<file path="src/rtl/mem_arbiter.sv">
// Two-port (CPU fetch / host access) round-robin arbiter in front of a single-ported memory.
// Define MEM_ARBITER_READBACK_EN to verify each host write by reading the location back.
module mem_arbiter #(
  parameter int unsigned WORD     = 1,
  parameter int unsigned SIZE_LOG = 8
) (
  input  logic                clk,
  input  logic                rst,
  input  logic                cpu_req,
  input  logic [SIZE_LOG-1:0] cpu_addr,
  output logic                cpu_ack,
  output logic [WORD-1:0]     cpu_rdata,
  input  logic                host_req,
  input  logic                host_we,
  input  logic [SIZE_LOG-1:0] host_addr,
  input  logic [WORD-1:0]     host_wdata,
  output logic                host_ack,
  output logic [WORD-1:0]     host_rdata,
  output logic                host_err,
  output logic                busy,
  output logic                mem_read,
  output logic                mem_write,
  output logic [SIZE_LOG-1:0] mem_address,
  output logic [WORD-1:0]     mem_data_in,
  input  logic [WORD-1:0]     mem_data_out
);

`ifdef MEM_ARBITER_READBACK_EN
  typedef enum logic [2:0] {
    StIdle, StSetup, StStrobe, StCapture, StDone, StGap, StRstrobe, StRcapture
  } state_e;
`else
  typedef enum logic [2:0] {StIdle, StSetup, StStrobe, StCapture, StDone} state_e;
`endif

  state_e                state_q, state_d;
  logic                  grant_host_q, grant_host_d;
  logic                  last_host_q, last_host_d;
  logic                  we_q, we_d;
  logic [SIZE_LOG-1:0]   addr_q, addr_d;
  logic [WORD-1:0]       wdata_q, wdata_d;
  logic [WORD-1:0]       cpu_rdata_q, cpu_rdata_d;
  logic [WORD-1:0]       host_rdata_q, host_rdata_d;
  logic                  pick_host;
  logic                  strobe_phase;
  logic                  rb_phase;
  logic                  done;

  // Host wins if it is alone, or if both ask and the CPU was granted last.
  assign pick_host = host_req & (~cpu_req | ~last_host_q);

`ifdef MEM_ARBITER_READBACK_EN
  logic err_q, err_d;
`endif

  always_comb begin
    state_d      = state_q;
    grant_host_d = grant_host_q;
    last_host_d  = last_host_q;
    we_d         = we_q;
    addr_d       = addr_q;
    wdata_d      = wdata_q;
    cpu_rdata_d  = cpu_rdata_q;
    host_rdata_d = host_rdata_q;
`ifdef MEM_ARBITER_READBACK_EN
    err_d        = err_q;
`endif
    unique case (state_q)
      StIdle: begin
        if (cpu_req || host_req) begin
          grant_host_d = pick_host;
          last_host_d  = pick_host;
          we_d         = pick_host & host_we;
          addr_d       = pick_host ? host_addr : cpu_addr;
          wdata_d      = pick_host ? host_wdata : '0;
`ifdef MEM_ARBITER_READBACK_EN
          err_d        = 1'b0;
`endif
          state_d      = StSetup;
        end
      end
      StSetup:  state_d = StStrobe;
      StStrobe: state_d = StCapture;
      StCapture: begin
        if (!we_q) begin
          if (grant_host_q) host_rdata_d = mem_data_out;
          else              cpu_rdata_d  = mem_data_out;
          state_d = StDone;
        end else begin
`ifdef MEM_ARBITER_READBACK_EN
          state_d = StGap;
`else
          state_d = StDone;
`endif
        end
      end
`ifdef MEM_ARBITER_READBACK_EN
      StGap:     state_d = StRstrobe;
      StRstrobe: state_d = StRcapture;
      StRcapture: begin
        host_rdata_d = mem_data_out;
        err_d        = (mem_data_out != wdata_q);
        state_d      = StDone;
      end
`endif
      StDone:  state_d = StIdle;
      default: state_d = StIdle;
    endcase
  end

  always_ff @(posedge clk or posedge rst) begin
    if (rst) begin
      state_q      <= StIdle;
      grant_host_q <= 1'b0;
      last_host_q  <= 1'b1;
      we_q         <= 1'b0;
      addr_q       <= '0;
      wdata_q      <= '0;
      cpu_rdata_q  <= '0;
      host_rdata_q <= '0;
`ifdef MEM_ARBITER_READBACK_EN
      err_q        <= 1'b0;
`endif
    end else begin
      state_q      <= state_d;
      grant_host_q <= grant_host_d;
      last_host_q  <= last_host_d;
      we_q         <= we_d;
      addr_q       <= addr_d;
      wdata_q      <= wdata_d;
      cpu_rdata_q  <= cpu_rdata_d;
      host_rdata_q <= host_rdata_d;
`ifdef MEM_ARBITER_READBACK_EN
      err_q        <= err_d;
`endif
    end
  end

  assign strobe_phase = (state_q == StStrobe) || (state_q == StCapture);
  assign done         = (state_q == StDone);
`ifdef MEM_ARBITER_READBACK_EN
  assign rb_phase = (state_q == StRstrobe) || (state_q == StRcapture);
  assign host_err = err_q & done & grant_host_q;
`else
  assign rb_phase = 1'b0;
  assign host_err = 1'b0;
`endif

  // Address and write data come straight from the grant-time latches, so they are
  // stable for the whole access and read as zero under reset.
  assign mem_read    = (strobe_phase & ~we_q) | rb_phase;
  assign mem_write   = strobe_phase & we_q;
  assign mem_address = addr_q;
  assign mem_data_in = wdata_q;
  assign cpu_ack     = done & ~grant_host_q;
  assign host_ack    = done & grant_host_q;
  assign busy        = (state_q != StIdle);
  assign cpu_rdata   = cpu_rdata_q;
  assign host_rdata  = host_rdata_q;

endmodule
</file>
<file path="config.mk">
export PLATFORM = sky130hd
export DESIGN_NAME = mem_arbiter
export DESIGN_NICKNAME = d
export VERILOG_FILES = /design/src/rtl/mem_arbiter.sv
export SDC_FILE = /design/constraint.sdc
export NUM_CORES = 1
export LEC_CHECK = 0
export ABC_AREA = 1
export CAP_MARGIN = 30
export CELL_PAD_IN_SITES_DETAIL_PLACEMENT = 0
export CELL_PAD_IN_SITES_GLOBAL_PLACEMENT = 1
export CORE_MARGIN = 2
export CORE_UTILIZATION = 28
export CTS_CLUSTER_SIZE = 20
export DETAILED_ROUTE_END_ITERATION = 8
export GPL_TIMING_DRIVEN = 0
export PLACE_DENSITY = 0.88
export SLEW_MARGIN = 20
export SYNTH_ARGS = -nofsm -noshare
export SYNTH_HDL_FRONTEND = slang
export SYNTH_SLANG_ARGS = --single-unit
</file>
<file path="constraint.sdc">
create_clock -name clk -period 1.7 [get_ports clk]
set_clock_uncertainty 0.15 [all_clocks]
set_input_delay 0.17 -clock clk [delete_from_list [all_inputs] [get_ports clk]]
set_output_delay 0.17 -clock clk [all_outputs]
set_load 0.01 [all_outputs]
</file>
==> impl_metrics.xml <==
<?xml version="1.0" encoding="UTF-8"?>
<metrics>
  <group name="outcome">
    <metric name="outcome" unit="">finished, final reports clean</metric>
  </group>
  <group name="cts">
    <metric name="clk-insertion-delay-late" unit="ps">290</metric>
    <metric name="ctsRootBufferMaster" unit="">clkbuf_4</metric>
    <metric name="cts_sinks" unit="">17</metric>
    <metric name="htree_levels" unit="">1</metric>
    <metric name="worst_setup_hold_path_clk_slew" unit="ps">100</metric>
    <metric name="cts_tree" unit="">yes</metric>
    <metric name="cts_hold_buffers" unit="">0</metric>
    <metric name="cts_max_path_buffers" unit="">2</metric>
    <metric name="cts_inserted_buffers" unit="">3</metric>
  </group>
  <group name="sta">
    <metric name="period_minus_slack" unit="ps">1650</metric>
    <metric name="hold_slack" unit="ps">94.4</metric>
    <metric name="post-route-worst-setup-slack" unit="ps">50.6</metric>
    <metric name="total_of_endpoints_with_negative_setup_slack_in_the_final_report" unit="">0</metric>
    <metric name="tightest_slew" unit="ps">636</metric>
    <metric name="unrepaired_setup_endpoints_after_global_routing" unit="">yes</metric>
    <metric name="timing.final.crit_share" unit="">0.970</metric>
    <metric name="fmaxAchievable" unit="MHz">606</metric>
    <metric name="finalHoldViolCount" unit="">0</metric>
    <metric name="maxSlewViolCount" unit="">0</metric>
    <metric name="timing.max_slew.rel_slack" unit="">0.576</metric>
  </group>
  <group name="power">
    <metric name="max-vdd-ir-drop" unit="mV">0.373</metric>
    <metric name="total_leakage_power" unit="nW">0.723</metric>
    <metric name="power.density" unit="mW/mm²">1550</metric>
  </group>
  <group name="setup_path">
    <metric name="cp_max_fo" unit="">3</metric>
    <metric name="crit-reg2reg-capture" unit="">grant_host_q$_DFFE_PP0P_</metric>
    <metric name="worst_setup_path_start_kind" unit="">flop</metric>
    <metric name="worstSetupStartpoint" unit="">state_q[0]$_DFFE_PP0P_</metric>
    <metric name="critical_path.max_stage_delay" unit="ps">390</metric>
    <metric name="criticalPathCategory" unit="">reg2out</metric>
    <metric name="worst_r2r_startpoint" unit="">state_q[0]$_DFFE_PP0P_</metric>
    <metric name="worstRegToRegCells" unit="">7</metric>
    <metric name="crit_end_category" unit="">primary output</metric>
    <metric name="timing.reg2reg.setup_slack" unit="ps">290</metric>
    <metric name="critical_path_cell_by_cell" unit="">buf_4 -&gt; nor2_4 -&gt; nand2_2 -&gt; a21oi_1 -&gt; buf_2</metric>
    <metric name="cp_data_required_time" unit="ps">1380</metric>
    <metric name="cp.arrival" unit="ps">1330</metric>
    <metric name="critical_path.slowest_cell" unit="">dfrtp_1</metric>
    <metric name="crit_buf_inv" unit="">2</metric>
    <metric name="worstSetupEndpoint" unit="">mem_read</metric>
    <metric name="cell_depth_of_the_worst_setup_path" unit="">5</metric>
    <metric name="critPathTopFamily" unit="">flip-flops</metric>
  </group>
  <group name="final_layout">
    <metric name="mostFrequentLayoutCells" unit="">nand2_1, clkdlybuf4s50_1, dfrtp_1, nand3_1, inv_1</metric>
    <metric name="most_common_library_cell_in_the_layout_ignoring_fill_and_taps" unit="">nand2_1</metric>
    <metric name="antenna_cells_inserted" unit="">0</metric>
    <metric name="areaGrowthSynthToFinish" unit="%">53.1</metric>
    <metric name="layout-drive-gt1-share" unit="">0.183</metric>
    <metric name="fillerInstances" unit="">356</metric>
    <metric name="finalNetCount" unit="">193</metric>
    <metric name="layout.cells.non_filler" unit="">213</metric>
  </group>
  <group name="synth">
    <metric name="synth_top_area_cell" unit="">dfrtp_1</metric>
    <metric name="synth.cell_area" unit="µm²">923</metric>
    <metric name="synth_fp_nets" unit="">145</metric>
    <metric name="synth.avg_cell_area" unit="µm²">7.57</metric>
    <metric name="postSynthRegisterBits" unit="">17</metric>
    <metric name="synth_top_cell_area_share" unit="">0.434</metric>
    <metric name="yosysSeqAreaShare" unit="">0.462</metric>
    <metric name="netlist_instances" unit="">122</metric>
    <metric name="post_synth_num_cell_types" unit="">15</metric>
    <metric name="netlist_top_cells_area" unit="">dfrtp_1, nand2_1, nand3_1, buf_6, nor2_4</metric>
    <metric name="yosys_warnings" unit="">0</metric>
  </group>
  <group name="floorplanning">
    <metric name="fp.dieH" unit="µm">61.4</metric>
    <metric name="floorplan.die.width" unit="µm">61.4</metric>
    <metric name="floorplan.core_area" unit="mm²">0.00310</metric>
    <metric name="io_pins" unit="">40</metric>
    <metric name="placement_rows" unit="">20</metric>
    <metric name="effective_utilization_at_floorplan" unit="">0.298</metric>
    <metric name="dieArea" unit="mm²">0.00377</metric>
  </group>
  <group name="worst_hold_path">
    <metric name="holdCritStartpoint" unit="">host_req</metric>
    <metric name="hold_class" unit="">in2reg</metric>
  </group>
  <group name="placed_design">
    <metric name="detailed_place_hpwl" unit="µm">1590</metric>
    <metric name="place_worst_setup_slack" unit="ps">-33.4</metric>
    <metric name="numPlacedInstances" unit="">203</metric>
    <metric name="gp_congestion" unit="">0.755</metric>
    <metric name="number_of_port_buffers" unit="">37</metric>
  </group>
  <group name="routing">
    <metric name="wl_per_cell" unit="µm">10.0</metric>
    <metric name="dr_pass1_iterations" unit="">4</metric>
    <metric name="ant_nets" unit="">0</metric>
    <metric name="vias_cell" unit="">4.22</metric>
    <metric name="drt_iter0_drc" unit="">50</metric>
    <metric name="via_count" unit="">898</metric>
    <metric name="drt-total-wl" unit="µm">2130</metric>
    <metric name="route.detailed.drc" unit="">0</metric>
  </group>
  <group name="global_route">
    <metric name="grt_start_max_net_pins" unit="">18</metric>
    <metric name="grt_first_pass_wirelength" unit="µm">3400</metric>
    <metric name="grt_usage" unit="">0.125</metric>
    <metric name="grt_antenna_before_repair" unit="">0</metric>
    <metric name="grt_overflow" unit="">0</metric>
    <metric name="first_global_vias" unit="">819</metric>
  </group>
  <group name="job">
    <metric name="maxCapViolCount" unit="">0</metric>
  </group>
</metrics>
==> cell usage after synthesis (all sizes together) <==
library cell,count
nand4,2
conb,1
nand2,64
a21oi,2
nand3,11
inv,10
nor2,10
dfrtp,16
dfstp,1
buf,5
==> worst min-delay path, cell delays in order <==
cell and delay [ps]:
buf_6 120, nand3_1 80, nand2_1 50, nand2_1 50
nand2_1 40
==> layer usage <==
metal / global-route usage / vias to the layer above / routed length, µm
li1: - / 463 / -
met1: 0.140 / 400 / 884
met2: 0.222 / 31 / 1080
met3: 0.0378 / 4 / 140
met4: 0.0456 / 0 / 29
met5: 0 / - / 0
==> stage by stage <==
stage	total power, mW	utilization	area [µm²]	TNS (ps)
detailed placement	1.90	0.435	1350	-64.0
global placement	1.86	0.435	1350	-76.0
floorplan	1.39	-	923	0
finish	2.20	0.456	1410	0
global route	2.40	0.456	1410	-38.9
CTS	2.21	0.456	1410	0
==> registers in the layout (all words and copies together), names as in the netlist <==
name,cells
mem_address,8
state_q,3
cpu_rdata,1
grant_host_q,1
host_rdata,1
last_host_q,1
mem_data_in,1
we_q,1
==> cells by family (layout without fill, tap and decap cells) <==
kind of cell	after synthesis	after routing	synth area share
AND/OR/NAND/NOR	87	87	0.425
flip-flops	17	17	0.462
other	1	1	0.00406
AO/OA/AOI/OAI	2	2	0.0108
buffers and inverters	15	62	0.0976
==> report_power, final <==
group          switching (mW)  leakage, nW  total (mW)  internal, mW
Clock                   0.135       0.0139       0.224        0.0896
Combinational           0.616        0.499        1.24         0.628
Sequential              0.122        0.210       0.729         0.608
==> layout make-up <==
cell class	instances	area, µm²	share of cell area
buffer	5	52.6	0.0372
clock buffer	3	22.5	0.0159
clock inverter	1	7.51	0.00531
inverter	10	37.5	0.0265
multi-input combinational	90	412	0.291
sequential	17	428	0.303
tap	44	55.1	0.0389
timing repair buffer	43	399	0.282
==> worst min-delay path by stage <==
stage	endpoint	slack (ps)	cells past startpoint
2_1_floorplan	cpu_rdata$_DFFE_PP0P_	-50	1
3_3_place_gp	cpu_rdata$_DFFE_PP0P_	310	2
3_5_place_dp	host_rdata$_DFFE_PP0P_	310	2
4_1_cts	state_q[0]$_DFFE_PP0P_	80	5
5_1_grt	mem_address[4]$_DFFE_PP0P_	90	5
6_report	mem_address[4]$_DFFE_PP0P_	90	5
==> what timing repair did <==
action	in CTS	in global routing
gates resized for setup	13	5
pin swaps	2	0
endpoints found under the setup margin	5	5
buffers inserted	6	0
No activity file was read; power rests on OpenSTA's default activity.
